### config.mk
export PLATFORM = sky130hd
export DESIGN_NAME = rand_seq_buffer
export DESIGN_NICKNAME = d
export VERILOG_FILES = /design/src/rtl/rand_seq_pkg.sv /design/src/rtl/rand_seq_mem.sv /design/src/rtl/rand_seq_buffer.sv
export SDC_FILE = /design/constraint.sdc
export NUM_CORES = 1
export LEC_CHECK = 0
export BUFFER_PORTS_ARGS = -buffer_cell sky130_fd_sc_hd__buf_2
export CAP_MARGIN = 10
export CORE_MARGIN = 5
export CORE_UTILIZATION = 34
export DETAILED_ROUTE_END_ITERATION = 10
export SLEW_MARGIN = 0
export SYNTH_ARGS = -nofsm -noshare
export SYNTH_HDL_FRONTEND = slang
export SYNTH_HIERARCHICAL = 1
export SYNTH_SLANG_ARGS = --single-unit
### constraint.sdc
create_clock -name clk -period 8.1 [get_ports clk]
set_input_delay 1.62 -clock clk [delete_from_list [all_inputs] [get_ports clk]]
set_output_delay 1.62 -clock clk [all_outputs]
set_load 0.05 [all_outputs]
### src/rtl/rand_seq_pkg.sv
// Shared defaults and state encoding for the random-sequence capture/playback buffer.
package rand_seq_pkg;

   localparam int DATA_W_DEF = 5;
   localparam int DEPTH_DEF  = 16;

   localparam logic [1:0] ST_IDLE = 2'd0;
   localparam logic [1:0] ST_FILL = 2'd1;
   localparam logic [1:0] ST_PLAY = 2'd2;
   localparam logic [1:0] ST_DONE = 2'd3;

endpackage

### src/rtl/rand_seq_mem.sv
// Sequence storage: DEPTH x DATA_W register file, synchronous write, asynchronous read.
module rand_seq_mem #(
   parameter int DATA_W = 5,
   parameter int DEPTH  = 16,
   parameter int AW     = 4
) (
   input  logic              clk,
   input  logic              we,
   input  logic [AW-1:0]     waddr,
   input  logic [DATA_W-1:0] wdata,
   input  logic [AW-1:0]     raddr,
   output logic [DATA_W-1:0] rdata
);

   logic [DATA_W-1:0] mem [DEPTH];

   // contents are deliberately not reset; the stored length gates their use
   always_ff @(posedge clk) begin
      if (we) mem[waddr] <= wdata;
   end

   assign rdata = mem[raddr];

endmodule

### src/rtl/rand_seq_buffer.sv
// Captures a filtered run of LFSR samples into a small memory and plays it back
// over a valid/ready handshake; replay re-plays the most recent fill.
//
// state   | meaning
// --------+------------------------------------------------------------
// IDLE    | waiting for start (new fill) or replay (stored sequence)
// FILL    | sampling rnd_data, writing accepted samples
// PLAY    | presenting entries on out_data with out_valid high
// DONE    | one-cycle done pulse, then back to IDLE
module rand_seq_buffer
   import rand_seq_pkg::*;
#(
   parameter int DATA_W = DATA_W_DEF,
   parameter int DEPTH  = DEPTH_DEF
) (
   input  logic              clk,
   input  logic              rst_n,
   input  logic [DATA_W-1:0] rnd_data,
   input  logic              start,
   input  logic              replay,
   input  logic [DATA_W-1:0] seq_len,
   input  logic [DATA_W-1:0] range_max,
   output logic [DATA_W-1:0] out_data,
   output logic              out_valid,
   input  logic              out_ready,
   output logic              busy,
   output logic              done
);

   // one extra bit so a length of exactly DEPTH is representable
   localparam int IDX_W = $clog2(DEPTH + 1);
   localparam int AW    = (DEPTH > 1) ? $clog2(DEPTH) : 1;

   logic [1:0]        state;
   logic [IDX_W-1:0]  wr_idx, rd_idx, len_q, len_clamped, last_idx;
   logic [DATA_W-1:0] range_q, prev_q, rd_data;
   logic              accept;

   always_comb begin
      len_clamped = IDX_W'(seq_len);
      if (32'(seq_len) > DEPTH) len_clamped = IDX_W'(DEPTH);
   end

   assign last_idx = len_q - IDX_W'(1);
   assign accept   = (state == ST_FILL) && (rnd_data <= range_q) &&
                     ((wr_idx == '0) || (rnd_data != prev_q));

   always_ff @(posedge clk or negedge rst_n) begin
      if (!rst_n) begin
         state   <= ST_IDLE;
         wr_idx  <= '0;
         rd_idx  <= '0;
         len_q   <= '0;
         range_q <= '0;
         prev_q  <= '0;
      end else begin
         case (state)
            ST_IDLE: begin
               if (start) begin
                  range_q <= range_max;
                  len_q   <= len_clamped;
                  wr_idx  <= '0;
                  state   <= (len_clamped == '0) ? ST_DONE : ST_FILL;
               end else if (replay && (len_q != '0)) begin
                  rd_idx <= '0;
                  state  <= ST_PLAY;
               end
            end
            ST_FILL: begin
               if (accept) begin
                  prev_q <= rnd_data;
                  wr_idx <= wr_idx + IDX_W'(1);
                  if (wr_idx == last_idx) begin
                     rd_idx <= '0;
                     state  <= ST_PLAY;
                  end
               end
            end
            ST_PLAY: begin
               if (out_ready) begin
                  if (rd_idx == last_idx) state <= ST_DONE;
                  else                    rd_idx <= rd_idx + IDX_W'(1);
               end
            end
            default: state <= ST_IDLE;
         endcase
      end
   end

   rand_seq_mem #(
      .DATA_W (DATA_W),
      .DEPTH  (DEPTH),
      .AW     (AW)
   ) u_mem (
      .clk   (clk),
      .we    (accept),
      .waddr (wr_idx[AW-1:0]),
      .wdata (rnd_data),
      .raddr (rd_idx[AW-1:0]),
      .rdata (rd_data)
   );

   // outputs decode straight from state so an async reset clears them at once
   assign out_valid = (state == ST_PLAY);
   assign out_data  = out_valid ? rd_data : '0;
   assign busy      = (state == ST_FILL) || (state == ST_PLAY);
   assign done      = (state == ST_DONE);

endmodule

==> results of run 1 <==
layer usage:
metal	vias up	part of all wire
met4	0	0.0050
met5	-	0
met3	2	0.038
met2	63	0.47
met1	1472	0.48
li1	1364	-
synth_stat cells, drive strengths merged, types with 2 or more instances:
library cell	instances
edfxtp	80
dfrtp	27
nor2	27
mux4	20
nand2	17
inv	15
nand3	15
ha	13
o21ai	13
mux2	12
xnor2	10
xor2	9
nand2b	8
a21oi	7
nor2b	7
nor3	7
a22oi	5
and2	5
buf	4
nand3b	4
o22ai	4
clkbuf	3
or2	3
or3b	3
a31oi	2
and4	2
mux2i	2
nor4	2
nor4b	2
o31ai	2
registers in the layout, summed over array words and instances (netlist names):
signal	flops
wr_idx	5
state	2
range_q	5
prev_q	5
len_q	5
u_mem/mem	80
rd_idx	5
power by group through the flow:
stage	combinational [µW]	sequential, µW	clock (µW)
2_1_floorplan	555	713	0
3_3_place_gp	672	738	0
3_5_place_dp	685	741	0
4_1_cts	690	728	434
5_1_grt	756	738	457
6_report	682	727	425
final timing paths:
kind                       cells after the start                         to
max reg2reg                                    7  u_mem/mem[0][2]$_DFFE_PP_
max                                            8  u_mem/mem[0][2]$_DFFE_PP_
min in group asynchronous                      1      rd_idx[4]$_DFFE_PN0P_
min                                            1     range_q[4]$_DFFE_PN0P_
min reg2reg                                    1     range_q[4]$_DFFE_PN0P_
max in group asynchronous                      1      prev_q[4]$_DFFE_PN0P_
cell type report:
| class | instances | area (µm²) |
|---|---|---|
| clock buffers | 9 | 225.2 |
| clock inverters | 7 | 70.07 |
| fillers | 1383 | 8835 |
| inverters | 15 | 56.30 |
| multi-input cells | 213 | 1779 |
| flip-flops and latches | 107 | 3078 |
| well taps | 184 | 230.2 |
| repair buffers | 29 | 150.1 |
kinds of logic (layout without fill, tap and decap cells):
kind of cell / Yosys count / in the layout
simple gates: 106 / 106
xor+xnor: 19 / 19
flops: 107 / 107
buf+inv: 22 / 60
compound gates: 41 / 41
fa+ha+maj: 13 / 13
mux: 34 / 34
through the flow:
step / setup slack [ps] / total power [µW] / std cells
after floorplan: 3857 / 1269 / 342
after global placement: 3265 / 1410 / 548
after detailed placement: 3243 / 1426 / 548
after CTS: 3605 / 1851 / 564
after global routing: 3395 / 1952 / 564
final: 3552 / 1834 / 564
critical path: cells and delay by family:
| kind | cells | cell delay [ps] |
|---|---|---|
| adders and majority gates | 1 | 280 |
| AOI/OAI and AO/OA | 1 | 780 |
| and+or+nand+nor | 3 | 1400 |
| buffers and inverters | 3 | 440 |
==> reports/summary.txt, run 1 <==
global-route wire length before repair = 15880 µm
clk_lat worst skew = 340 ps
#FFs+latches synth = 107
syn_area_per_cell = 14.48 µm²
Die Span Y = 130.7 µm
top post-synthesis cells by area = edfxtp_1 48%, dfrtp_1 14%, mux4_2 9.1%, ha_1 3.3%, mux2_2 2.5%
Gate power share = 0.372
main combinational cell family by area after synthesis = multiplexers
commonest cells after routing, fill and taps aside = 80 x edfxtp_1, 27 x nor2_1, 27 x buf_2, 27 x dfrtp_1, 20 x mux4_2
WP data arrival = 4520 ps
reg2reg start = wr_idx[0]$_DFFE_PN0P_
Post-DP HPWL = 6702 µm
Clock Path Buffers = 2
Worst Hold Launch = range_q[4]$_DFFE_PN0P_
Leak Pwr = 0.001962 µW
Nets = 408
total CTS buffers = 9
Pwr Density = 328.1 mW/mm²
post-synth top area cell = edfxtp_1
clock share of power = 0.232
adder-cell area share of the yosys netlist = 0.03284
vias per cell = 5.144
Final Hold Viols = 0
TritonCTS clock tree = built
ys async rst share = 0.2523
Top FF cell, synth = edfxtp_1
crit path max fanout = 19
CP endpoint kind = register
first drt pass iteration count = 4
WL final = 9856 µm
simple-gate portion of the synthesized area = 0.1129
Max Clk Rate = 219.9 MHz
slew margin rel. = 0.4081
kind of critical path = input port to register
initial drt markers = 148
met1 Use GR = 0.1828
Net Switching = 671.8 µW
Clock Pin Slew Worst Setup and Hold Paths = 70 ps
Core Util, Final = 0.3875
max_cap viols = 0
largest net degree at the start of global routing = 28
Post-Syn Instances = 342
worst-path cell chain = buf_2, inv_1, ha_1, inv_1, or2_2, a221oi_4, or3b_2, nor3_1
Ys Warns = 6
setup slack, reg-to-reg = 4630 ps
port bufs = 27
Unique masters post-synth = 49
layer with the highest usage = met2
share of the synthesized area in the top cell type = 0.4850
Die X-Extent = 130.7 µm
# setup viols final = 0
Synth Cell Area = 0.004954 mm²
Crit-path slowest cell = a221oi_4
hold bufs inserted after CTS = 0
cell mode on critical path = inv_1
post-route cell area = 0.005589 mm²
EDFF count, synth = 80
Post-Route Setup TNS = 0 ps
Ant. Diodes = 0
Resized cells post-CTS = 0
post-synthesis mux area share = 0.1230
met3 Track Usage GR = 0.01829
sequential cell area fraction in the yosys report = 0.6214
Tightest Pin Transition = 887.9 ps
Die Area = 0.01708 mm²
Crit path required time = 8070 ps
Min-Delay Path Class = register to register
buffers inserted by post-CTS timing repair = 0
clock sink count = 107
max-slew violations = 0
RSZ-0062 raised after global routing = no
Area growth syn-to-layout = 12.83%
vias = 2901
DRC viols = 0
Tot GR Track Use = 0.1221
GR Layer Usage met2 = 0.1846
status = finished, final reports clean
Net Sw Frac = 0.3664
GP Congestion = 0.7407
share of cells above drive strength 1 = 0.2211
Final period util = 0.5615
placed cell areas = 0.005294 mm²
maximum vdd ir drop = 151.6 µV
initial antenna violation count = 0
compound-gate portion of the synthesized area = 0.05683
Mapped Nets = 375
Synth Area in XOR/XNOR = 0.03359
CP startpoint kind = input port
via count of the first global-routing pass = 2940
H-Tree Depth = 3
gr ovfl total = 0
P_int = 1162 µW
initial core utilization = 0.3434
CTS Root Cell = clkbuf_16
Worst Skew = 8.998 ps
Reg power frac = 0.396
post-layout min period = 4548 ps
post-route ant nets = 0
I/O pins = 28
row cnt = 44
WHS = 512.3 ps
start point of the critical path = rnd_data[0]
Max stage delay on crit path = 780 ps
most common cell after layout, fill and taps aside = edfxtp_1
DR WL/cell = 17.48 µm
core region area = 0.01442 mm²
No activity file was read; power rests on OpenSTA's default activity.
==> run 2: changes to the inputs <==
ABC_AREA = 1   (was unset)
clock period = 4.1 ns   (was 8.1 ns; I/O delays follow)
==> reports/summary.txt, run 2 <==
status = finished, final reports clean
sequential cell area fraction in the yosys report = 0.5523 (-0.06906)
H-Tree Depth = 3 (unchanged)
Max Clk Rate = 338.1 MHz
Die Area = 0.01905 mm² (+12%)
global-route wire length before repair = 20030 µm (+26%)
post-synthesis mux area share = 0 (-0.1230)
Die X-Extent = 138.0 µm (+5.6%)
Pwr Density = 611.7 mW/mm² (+86%)
Crit path required time = 3280 ps (-4790 ps)
port bufs = 27 (unchanged)
Synth Area in XOR/XNOR = 0.009430 (-0.02416)
Clock Path Buffers = 2 (unchanged)
Post-Route Setup TNS = 0 ps (unchanged)
commonest cells after routing, fill and taps aside = 176 x nand2_1, 95 x nand3_1, 84 x inv_1
Ys Warns = 6 (unchanged)
TritonCTS clock tree = built
worst slack, placed = 968.6 ps (-2274 ps)
Final Hold Viols = 0 (unchanged)
clock sink count = 107 (unchanged)
top cells by count, synth = 176 x nand2_1, 95 x nand3_1, 84 x inv_1
Net Sw Frac = 0.3966 (+0.03028)
Die Span Y = 138.0 µm (+5.6%)
hold bufs inserted after CTS = 0 (unchanged)
Leak Pwr = 0.002817 µW (+44%)
top post-synthesis cells by area = edfxtp_1 43%, dfrtp_1 12%, nand2_1 12%, nand3_1 8.5%, inv_1 5.7%
Mapped Nets = 663 (+77%)
number of flip-flops in the largest register = 80 (unchanged)
CTS Root Cell = clkbuf_16
CP endpoint kind = output port
initial core utilization = 0.3483 (+0.004871)
reg2reg path depth = 11 (+4)
main combinational cell family by area after synthesis = simple AND/OR/NAND/NOR gates
initial antenna violation count = 0 (unchanged)
compound-gate portion of the synthesized area = 0.02941 (-0.02742)
clk_lat worst skew = 350 ps (about the same)
WP data arrival = 2140 ps (-2380 ps)
Tot GR Track Use = 0.1313 (+0.009172)
Unique masters post-synth = 29 (-41%)
EDFF count, synth = 80 (unchanged)
most common cell after layout, fill and taps aside = nand2_1
RSZ-0062 raised after global routing = no
Min-Delay Path Class = input port to async pin
Gate power share = 0.391 (+0.019)
WL final = 12240 µm (+24%)
Final period util = 0.7214
Clock Pin Slew Worst Setup and Hold Paths = 70 ps (about the same)
via count of the first global-routing pass = 3795 (+29%)
initial drt markers = 208 (+41%)
GP Congestion = 0.8096 (+9.3%)
vias per cell = 4.524 (-12%)
reg2reg start = wr_idx[0]$_DFFE_PN0P_
most frequent cell after synthesis = nand2_1
Area growth syn-to-layout = 11.67%
I/O pins = 28 (unchanged)
crit path max fanout = 20 (+1)
Net Switching = 1510 µW (+120%)
DRC viols = 0 (unchanged)
buffers inserted by post-CTS timing repair = 0 (unchanged)
Nets = 692 (+70%)
Post-DP HPWL = 8740 µm (+30%)
ys async rst share = 0.2523 (unchanged)
share of cells above drive strength 1 = 0.1807 (-0.04033)
adder-cell area share of the yosys netlist = 0.02919 (-0.003649)
Resized cells post-CTS = 0 (unchanged)
kind of critical path = register to output port
max-slew violations = 0 (unchanged)
Tightest Pin Transition = 623.5 ps (-264.4 ps)
CP startpoint kind = register
fin cells = 880 (+56%)
max_cap viols = 0 (unchanged)
slew margin rel. = 0.5843 (+0.1762)
P_int = 2297 µW (+98%)
core region area = 0.01600 mm² (+11%)
post-synth top area cell = edfxtp_1
syn_area_per_cell = 8.846 µm² (-39%)
Reg power frac = 0.367 (-0.029)
post-route ant nets = 0 (unchanged)
#FFs+latches synth = 107 (unchanged)
simple-gate portion of the synthesized area = 0.2746 (+0.1617)
# setup viols final = 0 (unchanged)
Largest Register = u_mem/mem
Post-Syn Instances = 630 (+84%)
vias = 3981 (+37%)
row cnt = 46 (+4.5%)
total CTS buffers = 9 (unchanged)
setup ws final = 1142 ps (-2410 ps)
reg2reg end = u_mem/mem[6][3]$_DFFE_PP_
maximum vdd ir drop = 208.6 µV (+38%)
DR WL/cell = 13.91 µm (-20%)
largest net degree at the start of global routing = 41 (+46%)
gr ovfl total = 0 (unchanged)
clock share of power = 0.242 (+0.010)
Top FF cell, synth = edfxtp_1
Ant. Diodes = 0 (unchanged)
Synth Cell Area = 0.005573 mm² (+13%)
overall power = 3807 µW (+110%)
post-layout min period = 2958 ps
dpl cells = 864 (+58%)
Worst Skew = 10.34 ps (+1.346 ps)
share of the synthesized area in the top cell type = 0.4311 (-0.05390)
first drt pass iteration count = 5 (+1)
setup slack, reg-to-reg = 1630 ps (-3000 ps)
-- run 2: cell count changes after synthesis, moves of 6 or more --
cell      change
mux2_2       -11
mux4_2       -20
nor2b_1       -7
nor2_2        +6
inv_2        +31
nand2_2      +24
xnor2_1       -7
xor2_1        -6
inv_1        +69
nor3_1        -7
nand2_1     +159
nand3_1      +80
nand2b_1      -8
-- run 2: final cells by class --
type,instances,area (µm²)
multi-input combinational,390,1909
clock buffer,14,289.0
fill,1647,9777
inverter,116,442.9
sequential,107,3078
clock inverter,2,38.79
tap,216,270.3
timing repair buffer,35,195.2
-- run 2: power groups by stage --
stage / clock [µW] / sequential, µW / combinational, µW
after floorplan: 0 / 1380 / 1220
after global placement: 0 / 1420 / 1490
after detailed placement: 0 / 1420 / 1490
after CTS: 941 / 1400 / 1500
after global routing: 984 / 1410 / 1690
final: 920 / 1400 / 1490
-- run 2: worst max path at each step --
stage / to / slack (ps) / depth (start not counted) / startpoint
final: out_data[3] / 1140 / 8 / rd_idx[1]$_DFFE_PN0P_
after floorplan: u_mem/mem[12][0]$_DFFE_PP_ / 1610 / 11 / rnd_data[4]
after detailed placement: u_mem/mem[13][0]$_DFFE_PP_ / 970 / 12 / rnd_data[4]
after global placement: u_mem/mem[14][0]$_DFFE_PP_ / 1030 / 12 / rnd_data[4]
after CTS: out_data[3] / 1130 / 8 / rd_idx[1]$_DFFE_PN0P_
after global routing: out_data[4] / 990 / 8 / rd_idx[1]$_DFFE_PN0P_
-- run 2: through the flow --
step,util,instance area (µm²),hold WS [ps]
2_1_floorplan,-,5573,452.8
6_report,0.3890,6223,483.5
4_1_cts,0.3890,6223,493.6
3_3_place_gp,0.3685,5896,501.0
5_1_grt,0.3890,6223,533.6
3_5_place_dp,0.3685,5896,500.8
-- run 2: cell families after synthesis --
| kind of cell | after synthesis |
|---|---|
| flops | 107 |
| fa+ha+maj | 13 |
| buf+inv | 133 |
| simple gates | 342 |
| compound gates | 29 |
| xor+xnor | 6 |
-- run 2: critical path, cell delays in order (launching register included) --
cell and delay [ps]:
dfrtp_1 540, inv_2 390, nand3_1 130, nand3_1 140
nand3_1 110, nand2_1 90, nand2_1 60, inv_1 70
buf_2 250
-- run 2: layer usage --
metal  routed length, µm  vias to the layer above  global-route usage
met5                   0                        -                   0
met4                 275                        0             0.05096
met3                 314                       17             0.01862
met2                5764                       63              0.2120
met1                5882                     1846              0.1794
li1                    -                     2055                   -
==> run 3: changes to the inputs <==
ABC_AREA = 0   (was 1)
clock period = 2.43 ns   (was 4.1 ns; I/O delays follow)
==> reports/summary.txt, run 3 (same netlist as run 1, synthesis figures left out) <==
global-route wire length before repair = 16760 µm (-16%)
WP data arrival = 2100 ps (-40 ps)
H-Tree Depth = 3 (unchanged)
hold bufs inserted after CTS = 0 (unchanged)
WL final = 10700 µm (-13%)
share of cells above drive strength 1 = 0.4239 (+0.2432)
status = finished with violations
number of flip-flops in the largest register = 80 (unchanged)
Die Area = 0.01708 mm² (-10%)
commonest cells after routing, fill and taps aside = 80 x edfxtp_1, 37 x buf_4, 25 x dfrtp_1
Tot GR Track Use = 0.1314 (+0.0001642)
Worst Skew = 7.093 ps (-3.251 ps)
failing checks = negative setup slack
clock sink count = 107 (unchanged)
DRC viols = 0 (unchanged)
# setup viols final = 5 (+5)
GP Congestion = 0.8091 (about the same)
Clock Pin Slew Worst Setup and Hold Paths = 70 ps (about the same)
vias = 3056 (-23%)
I/O pins = 28 (unchanged)
port bufs = 27 (unchanged)
first drt pass iteration count = 4 (-1)
Reg power frac = 0.342 (-0.025)
Tightest Pin Transition = 627.2 ps (+3.711 ps)
slew margin rel. = 0.5819 (-0.002474)
Area growth syn-to-layout = 27.20%
placed cell areas = 0.005672 mm² (-3.8%)
post-route cell area = 0.006301 mm² (+1.2%)
Min-Delay Path Class = input port to async pin
largest net degree at the start of global routing = 28 (-32%)
gr ovfl total = 0 (unchanged)
Post-Route Setup TNS = -632.7 ps (-632.7 ps)
Gate power share = 0.465 (+0.074)
clock share of power = 0.193 (-0.049)
max-slew violations = 0 (unchanged)
maximum vdd ir drop = 450.4 µV (+120%)
RSZ-0062 raised after global routing = yes
DR WL/cell = 17.50 µm (+26%)
Leak Pwr = 0.002250 µW (-20%)
max_cap viols = 0 (unchanged)
Max stage delay on crit path = 540 ps (about the same)
total CTS buffers = 9 (unchanged)
initial core utilization = 0.3434 (-0.004871)
kind of critical path = register to output port
Max Clk Rate = 386.2 MHz
Crit-path slowest cell = mux4_2
Die X-Extent = 130.7 µm (-5.3%)
TritonCTS clock tree = built
Clock Path Buffers = 2 (unchanged)
Nets = 455 (-34%)
crit path max fanout = 8 (-60%)
CP startpoint kind = register
Die Span Y = 130.7 µm (-5.3%)
Net Sw Frac = 0.3588 (-0.03783)
row cnt = 44 (-4.3%)
Crit path required time = 1940 ps (-1340 ps)
initial antenna violation count = 0 (unchanged)
WHS = 155.9 ps (-327.7 ps)
Final Hold Viols = 0 (unchanged)
initial drt markers = 212 (+1.9%)
clk_lat worst skew = 340 ps (about the same)
Post-DP HPWL = 7222 µm (-17%)
Largest Register = u_mem/mem
most common cell after layout, fill and taps aside = edfxtp_1
vias per cell = 5.002 (+11%)
post-layout min period = 2589 ps
core region area = 0.01442 mm² (-9.9%)
setup ws final = -159.4 ps (-1302 ps)
Net Switching = 2465 µW (+63%)
CP endpoint kind = output port
Pwr Density = 1090 mW/mm² (+78%)
worst-path cell chain = buf_12, mux4_2, a22oi_2, nand3_1, and2_4, buf_6
Final period util = 1.066
CTS Root Cell = clkbuf_16
P_int = 4405 µW (+92%)
post-route ant nets = 0 (unchanged)
Ant. Diodes = 0 (unchanged)
via count of the first global-routing pass = 3037 (-20%)
run 3: cell types whose count changed in the layout (fill, tap and decap cells not counted), sizes merged, moves of 8 or more:
| cell | before | now |
|---|---|---|
| mux4 | 0 | 20 |
| nand2b | 0 | 8 |
| nand3 | 96 | 15 |
| nor2 | 37 | 27 |
| nand2 | 201 | 17 |
| inv | 117 | 16 |
| buf | 35 | 76 |
| mux2 | 0 | 12 |
run 3: final timing paths:
| kind | startpoint | to | slack, ps | cells past startpoint |
|---|---|---|---|---|
| worst max-delay path | rd_idx[0]$_DFFE_PN0P_ | out_data[2] | -160 | 6 |
| worst min-delay path | rst_n | rd_idx[1]$_DFFE_PN0P_ | 160 | 1 |
| worst max register to register | range_q[4]$_DFFE_PN0P_ | u_mem/mem[0][3]$_DFFE_PP_ | 30 | 7 |
| worst min register to register | prev_q[3]$_DFFE_PN0P_ | prev_q[3]$_DFFE_PN0P_ | 530 | 1 |
| max in group asynchronous | rst_n | rd_idx[0]$_DFFE_PN0P_ | 1830 | 1 |
| min in group clk | range_max[3] | range_q[3]$_DFFE_PN0P_ | 370 | 2 |
run 3: area by class of cell:
class / count / area, µm²
timing repair buffer: 76 / 620.6
sequential: 107 / 3080
clock inverter: 6 / 41.29
fill: 1308 / 8123
multi-input combinational: 213 / 2043
clock buffer: 10 / 229.0
tap: 184 / 230.2
inverter: 15 / 56.30
run 3: critical path, delay by kind of cell, from the launching register on:
family	cells	cell delay, ps
compound gates	1	260
flops	1	410
buf+inv	2	290
simple gates	2	260
mux	1	540
run 3: per-stage QoR:
stage               std cells  total power, µW  setup slack (ps)    util
floorplan                 342             4325            -248.2       -
global placement          581             5040            -193.9  0.3932
detailed placement        581             5083            -204.3  0.3932
CTS                       603             6707            -186.3  0.4252
global route              611             7259            -266.6  0.4368
finish                    611             6869            -159.4  0.4368
run 3: routing by layer:
metal	part of all wire	track usage	routed length, µm
met4	0.016	0.04356	172
met3	0.042	0.02439	448
met2	0.49	0.2086	5263
met1	0.45	0.1832	4812
met5	0	0	0
run 3: power by group through the flow:
stage	clock network, µW	logic (µW)	registers, µW
finish	1330	3190	2350
global route	1430	3460	2370
CTS	1360	2990	2350
detailed placement	0	2700	2380
global placement	0	2670	2370
floorplan	0	1940	2390
run 3: what timing repair did:
item / in CTS / in global routing
gates resized for setup: 38 / 28
setup endpoints to repair: 88 / 75
pin swaps: 16 / 12
buffers inserted: 5 / 10
gates cloned: 1 / 0
